===== src/rtl/functional_unit_arbiter_pkg.sv =====
// Shared datapath definitions for the functional-unit arbiter slice.
//   TIA_WORD_WIDTH / TIA_OP_WIDTH : operand/result and opcode widths
//   TIA_OP_*                      : opcode encodings (opaque to the arbiter)
//   inflight_tag_t                : {valid, index} tag carried alongside an FU op
package functional_unit_arbiter_pkg;

    localparam int unsigned TIA_WORD_WIDTH  = 32;
    localparam int unsigned TIA_OP_WIDTH    = 5;
    // Tag index is sized for up to 256 requesters; the top uses the low bits.
    localparam int unsigned TAG_INDEX_WIDTH = 8;

    localparam logic [TIA_OP_WIDTH-1:0] TIA_OP_NOP  = TIA_OP_WIDTH'(0);
    localparam logic [TIA_OP_WIDTH-1:0] TIA_OP_ADD  = TIA_OP_WIDTH'(1);
    localparam logic [TIA_OP_WIDTH-1:0] TIA_OP_SUB  = TIA_OP_WIDTH'(2);
    localparam logic [TIA_OP_WIDTH-1:0] TIA_OP_LMUL = TIA_OP_WIDTH'(3);

    typedef struct packed {
        logic                       valid;
        logic [TAG_INDEX_WIDTH-1:0] index;
    } inflight_tag_t;

endpackage


===== src/rtl/functional_unit_arbiter_round_robin.sv =====
// Round-robin arbiter with an internal rotating priority pointer.
//   clock, reset : positive-edge clock, synchronous active-high reset
//   eligible     : per-requester candidate vector
//   advance      : a grant was accepted this cycle; rotate past it
//   grant        : one-hot grant (combinational)
//   grant_index  : binary index of the grant (combinational)
//   grant_valid  : some requester is granted (combinational)
module functional_unit_arbiter_round_robin #(
    parameter  int unsigned NUM_REQUESTERS = 4,
    localparam int unsigned INDEX_WIDTH    = (NUM_REQUESTERS > 1) ? $clog2(NUM_REQUESTERS) : 1
) (
    input  logic                      clock,
    input  logic                      reset,
    input  logic [NUM_REQUESTERS-1:0] eligible,
    input  logic                      advance,
    output logic [NUM_REQUESTERS-1:0] grant,
    output logic [INDEX_WIDTH-1:0]    grant_index,
    output logic                      grant_valid
);

    logic [INDEX_WIDTH-1:0] pointer;
    int unsigned            candidate;
    logic [INDEX_WIDTH-1:0] candidate_index;

    // Scan pointer, pointer+1, ... modulo N and take the first eligible requester.
    always_comb begin
        grant           = '0;
        grant_index     = '0;
        grant_valid     = 1'b0;
        candidate       = 0;
        candidate_index = '0;
        for (int unsigned offset = 0; offset < NUM_REQUESTERS; offset++) begin
            candidate       = (32'(pointer) + offset) % NUM_REQUESTERS;
            candidate_index = INDEX_WIDTH'(candidate);
            if (!grant_valid && eligible[candidate_index]) begin
                grant_valid = 1'b1;
                grant_index = candidate_index;
            end
        end
        if (grant_valid) begin
            grant[grant_index] = 1'b1;
        end
    end

    // Priority moves to the requester just after the one that was served.
    always_ff @(posedge clock) begin
        if (reset) begin
            pointer <= '0;
        end else if (advance && grant_valid) begin
            pointer <= (grant_index == INDEX_WIDTH'(NUM_REQUESTERS - 1))
                       ? '0 : grant_index + INDEX_WIDTH'(1);
        end
    end

endmodule


===== src/rtl/functional_unit_arbiter.sv =====
// Shares one registered functional unit among NUM_REQUESTERS requesters.
//   clock, reset                 : positive-edge clock, synchronous active-high reset
//   req_valid/req_ready          : per-requester issue handshake (ready = grant)
//   req_op, req_operand_0/1/2    : per-requester op fields, held by requester until accepted
//   rsp_valid/rsp_ready          : per-requester result handshake
//   rsp_result                   : per-requester held result
//   fu_enable, fu_op, fu_operand_0/1/2 : drive to the shared FU (NOP when nothing issues)
//   fu_result                    : FU result, FU_LATENCY cycles after issue
//   idle                         : nothing in flight and no result pending
module functional_unit_arbiter
    import functional_unit_arbiter_pkg::*;
#(
    parameter int unsigned NUM_REQUESTERS = 4,
    parameter int unsigned FU_LATENCY     = 1
) (
    input  logic                                          clock,
    input  logic                                          reset,
    input  logic [NUM_REQUESTERS-1:0]                     req_valid,
    output logic [NUM_REQUESTERS-1:0]                     req_ready,
    input  logic [NUM_REQUESTERS-1:0][TIA_OP_WIDTH-1:0]   req_op,
    input  logic [NUM_REQUESTERS-1:0][TIA_WORD_WIDTH-1:0] req_operand_0,
    input  logic [NUM_REQUESTERS-1:0][TIA_WORD_WIDTH-1:0] req_operand_1,
    input  logic [NUM_REQUESTERS-1:0][TIA_WORD_WIDTH-1:0] req_operand_2,
    output logic [NUM_REQUESTERS-1:0]                     rsp_valid,
    input  logic [NUM_REQUESTERS-1:0]                     rsp_ready,
    output logic [NUM_REQUESTERS-1:0][TIA_WORD_WIDTH-1:0] rsp_result,
    output logic                                          fu_enable,
    output logic [TIA_OP_WIDTH-1:0]                       fu_op,
    output logic [TIA_WORD_WIDTH-1:0]                     fu_operand_0,
    output logic [TIA_WORD_WIDTH-1:0]                     fu_operand_1,
    output logic [TIA_WORD_WIDTH-1:0]                     fu_operand_2,
    input  logic [TIA_WORD_WIDTH-1:0]                     fu_result,
    output logic                                          idle
);

    localparam int unsigned INDEX_WIDTH = (NUM_REQUESTERS > 1) ? $clog2(NUM_REQUESTERS) : 1;

    logic [NUM_REQUESTERS-1:0] busy;
    logic [NUM_REQUESTERS-1:0] eligible;
    logic [NUM_REQUESTERS-1:0] grant;
    logic [INDEX_WIDTH-1:0]    grant_index;
    logic                      grant_valid;
    logic                      transfer;
    logic                      any_inflight;
    inflight_tag_t             tag_pipe [FU_LATENCY];
    inflight_tag_t             last_tag;

    // A requester is busy from issue until its result is consumed, so it can never be overwritten.
    always_comb begin
        busy = rsp_valid;
        for (int unsigned s = 0; s < FU_LATENCY; s++) begin
            if (tag_pipe[s].valid) begin
                busy[tag_pipe[s].index[INDEX_WIDTH-1:0]] = 1'b1;
            end
        end
    end

    assign eligible = req_valid & ~busy;

    functional_unit_arbiter_round_robin #(
        .NUM_REQUESTERS(NUM_REQUESTERS)
    ) u_round_robin (
        .clock      (clock),
        .reset      (reset),
        .eligible   (eligible),
        .advance    (transfer),
        .grant      (grant),
        .grant_index(grant_index),
        .grant_valid(grant_valid)
    );

    // No issue is accepted while reset is held.
    assign transfer  = grant_valid & ~reset;
    assign req_ready = transfer ? grant : '0;
    assign fu_enable = ~reset;

    // FU input mux: granted requester's fields, otherwise a NOP with zero operands.
    always_comb begin
        fu_op        = TIA_OP_NOP;
        fu_operand_0 = '0;
        fu_operand_1 = '0;
        fu_operand_2 = '0;
        if (transfer) begin
            fu_op        = req_op[grant_index];
            fu_operand_0 = req_operand_0[grant_index];
            fu_operand_1 = req_operand_1[grant_index];
            fu_operand_2 = req_operand_2[grant_index];
        end
    end

    // Tag pipeline tracks which requester owns each op inside the FU.
    always_ff @(posedge clock) begin
        if (reset) begin
            for (int unsigned s = 0; s < FU_LATENCY; s++) begin
                tag_pipe[s] <= '0;
            end
        end else begin
            tag_pipe[0] <= '{valid: transfer, index: TAG_INDEX_WIDTH'(grant_index)};
            for (int unsigned s = 1; s < FU_LATENCY; s++) begin
                tag_pipe[s] <= tag_pipe[s-1];
            end
        end
    end

    assign last_tag = tag_pipe[FU_LATENCY-1];

    // Write-back to the tagged requester; otherwise a consume clears the valid.
    always_ff @(posedge clock) begin
        if (reset) begin
            rsp_valid  <= '0;
            rsp_result <= '0;
        end else begin
            for (int unsigned k = 0; k < NUM_REQUESTERS; k++) begin
                if (last_tag.valid && (last_tag.index == TAG_INDEX_WIDTH'(k))) begin
                    rsp_valid[k]  <= 1'b1;
                    rsp_result[k] <= fu_result;
                end else if (rsp_ready[k]) begin
                    rsp_valid[k] <= 1'b0;
                end
            end
        end
    end

    always_comb begin
        any_inflight = 1'b0;
        for (int unsigned s = 0; s < FU_LATENCY; s++) begin
            any_inflight = any_inflight | tag_pipe[s].valid;
        end
        idle = ~any_inflight & ~(|rsp_valid);
    end

endmodule


===== config.mk =====
export PLATFORM = sky130hd
export DESIGN_NAME = functional_unit_arbiter
export DESIGN_NICKNAME = d
export VERILOG_FILES = /design/src/rtl/functional_unit_arbiter_pkg.sv /design/src/rtl/functional_unit_arbiter_round_robin.sv /design/src/rtl/functional_unit_arbiter.sv
export SDC_FILE = /design/constraint.sdc
export NUM_CORES = 1
export LEC_CHECK = 0
export BUFFER_PORTS_ARGS = -buffer_cell sky130_fd_sc_hd__buf_2
export CAP_MARGIN = 20
export CELL_PAD_IN_SITES_DETAIL_PLACEMENT = 1
export CELL_PAD_IN_SITES_GLOBAL_PLACEMENT = 1
export CORE_AREA = 10 10 261 263
export CTS_CLUSTER_DIAMETER = 50
export DETAILED_ROUTE_END_ITERATION = 10
export DIE_AREA = 0 0 271 273
export MAX_ROUTING_LAYER = met4
export PLACE_DENSITY = 0.55
export SYNTH_ARGS = -nofsm -noshare
export SYNTH_HDL_FRONTEND = slang
export SYNTH_SLANG_ARGS = --single-unit
export TNS_END_PERCENT = 30

===== constraint.sdc =====
create_clock -name clock -period 2.4 [get_ports clock]
set_clock_uncertainty 0.15 [all_clocks]
set_input_delay 0.48 -clock clock [delete_from_list [all_inputs] [get_ports clock]]
set_output_delay 0.48 -clock clock [all_outputs]
set_load 0.02 [all_outputs]

==> metrics <==
outcome finished, violations left; violated checks setup timing; CP required 1770 ps; Peak VDD IR 0.3595 mV; mapped cell area 0.007915 sq mm; Post-synth EDFFs 0; die extent in x 271 um; #FFs+latches synth 137; Peak Freq 295.3 MHz; Worst Tran Pin Value 716.2 ps; Leakage 7.034 nW; reg-to-reg startpoint tag_pipe[0][0]; port buffer count 684; Routed WL 68.66 mm; Critical Path AT 2760 ps; period utilisation layout 141.1%; Tot GR Track Use 17.71%; nature of the critical path startpoint register; syn nets 1443; post-synthesis sequential area ratio 34.65%; crit path from tag_pipe[0][0]; Synth area leaders dfxtp_1 35%, mux2i_1 13%, nand2_1 12%, a22oi_1 9.5%, a21oi_1 8.5%; crit-path max FO 8; CTS tree built; DIE HEIGHT 273 um; DRT antenna net count 0; post-layout min period 3387 ps; Cell variety after synth 46; Final setup viols 105; CTS HTree Levels 4; Longest Clk Path Bufs 2; Vias/cell 4.282; die footprint 0.07398 sq mm; syn avg cell area 7.947 sq um; worst min-delay path category input port to register; max-slew violations 0; hold buffers post-CTS 0; Layout Nets 2213; Clock Sink Count 137; hold_sp fu_result[28]; first-pass GRT wire length 92.76 mm; total of max-cap violations 0; CTS Buf Count 17; via count of the first global-routing pass 12198; area delta synth->final 97.23%; Final Instance Area 0.01561 sq mm; area leader, netlist dfxtp_1; total global routing overflow 0; crit end category output port; Skew-Pair Late Insertion Delay 430 ps; Vias 11279; clk root buf clkbuf_16; Mapped Cells 996; Fillers 7529; initial core utilization 12.62%; Pwr per Cell Area 847.8 mW/mm^2; Fin. Hold Viols 0; GPL Wtd Cong 1.053; post-detail-place hpwl 55.68 mm; Placed Area 0.01324 sq mm; largest net degree at the start of global routing 66; Post-synth ARST share 0%; Reg clk slew, reported paths 70 ps; Worst Slack Setup Final -986.8 ps; core box area 0.06274 sq mm; DRC viols 0; Final Hold Slack 169.5 ps; Placed Cells 2558; Worst slew margin 52.25%; post-route insts no fill 2634; initial DRC count 771; initial antenna violation count 29; Synth top area share 34.65%; Ys Warns 0; share of layout cells above drive strength 1 57.34%; crit path kind register to output port; RSZ-0062 raised after global routing yes; row cnt 92; Detailed Routing Iterations Pass 1 5; drt wl/cell 26.07 um; io pins 685; Power, Total 0.01324 W; Post-synth top flop dfxtp_1
sequential cells by signal, indices dropped and copies added (netlist names):
| name | flops |
|---|---|
| rsp_result | 128 |
| rsp_valid | 4 |
| tag_pipe | 3 |
| u_round_robin.pointer | 2 |
final cells by class:
type	count	area [sq um]	share of cell area (%)
multi-input combinational	754	5365	34.37
timing repair buffer	852	5754	36.86
tap	846	1059	6.781
inverter	4	15.01	0.09618
sequential	137	2745	17.58
clock inverter	14	221.5	1.419
clock buffer	18	429.2	2.749
antenna	9	22.52	0.1443
path summary, 6_finish.rpt:
| path | cells past startpoint | endpoint | slack [ps] |
|---|---|---|---|
| max | 10 | fu_operand_1[18] | -990 |
| min | 3 | rsp_result[60] | 170 |
| max reg2reg | 11 | u_round_robin.pointer[1] | 30 |
| min reg2reg | 2 | rsp_result[89] | 300 |
layout by cell type (no fill, tap or decap), types with 8 or more instances in the layout:
cell and instances:
diode_2 9, buf_4 150, clkbuf_16 21, mux2i_2 15, buf_16 13, a22oi_2 9
o22ai_2 54, nand2b_1 8, mux2i_1 62, dfxtp_1 135, buf_2 600, a21oi_1 132
nand2_1 260, a22oi_1 91, mux2i_4 25, buf_6 61, buf_12 17, o22ai_1 46
metal layers:
metal,global-route usage [%],wire [um],up-vias
met5,-,0,-
met4,2.940,1142,0
met3,4.096,4426,76
met2,31.36,35420,497
met1,20.33,27680,5540
li1,-,-,5166
stage by stage:
step,setup TNS (ps),utilization [%],worst slack [ps]
floorplan,-25850,-,-299.4
global placement,-53240,21.11,-974.3
detailed placement,-54350,21.11,-993.0
CTS,-97590,23.83,-1053
global route,-105010,24.88,-1102
finish,-93200,24.88,-986.8
cell families after synthesis:
| family | count (synthesis) | share of synthesized area (%) |
|---|---|---|
| multiplexers | 102 | 12.90 |
| adder cells (fa/ha/maj) | 1 | 0.1581 |
| flip-flops | 137 | 34.65 |
| AO/OA/AOI/OAI | 354 | 29.31 |
| AND/OR/NAND/NOR | 297 | 15.52 |
| buffers and inverters | 105 | 7.461 |
synthesized netlist by cell type, drive strengths merged, types with 3 or more instances:
cell / n
mux2i: 102
nand2b: 9
dfxtp: 137
nor3b: 3
clkbuf: 52
and2: 3
o21ai: 3
nor2: 6
a22oi: 100
nand3b: 4
inv: 4
a21oi: 137
nand2: 262
buf: 49
a21o: 3
o22ai: 102
report_power, final:
part | internal (W) | total (W) | switching, W
Combinational | 0.00369 | 0.00772 | 0.00403
Clock | 0.00185 | 0.00295 | 0.00110
Sequential | 0.00244 | 0.00256 | 0.000117
what timing repair did:
item / 4_1_cts / 5_1_grt
gates resized for setup: 169 / 110
endpoints found under the setup margin: 106 / 107
buffers inserted: 16 / 7
pin swaps: 39 / 30
gates cloned: 9 / 4
critical path: stages (launching register included):
cell	delay [ps]
dfxtp_2	330
or3b_4	430
a32oi_2	220
o21bai_2	100
a21oi_4	150
buf_12	170
buf_16	180
buf_4	190
mux2i_1	250
o22ai_1	110
buf_2	170
Note: power is estimated with default switching activity, not from simulation.
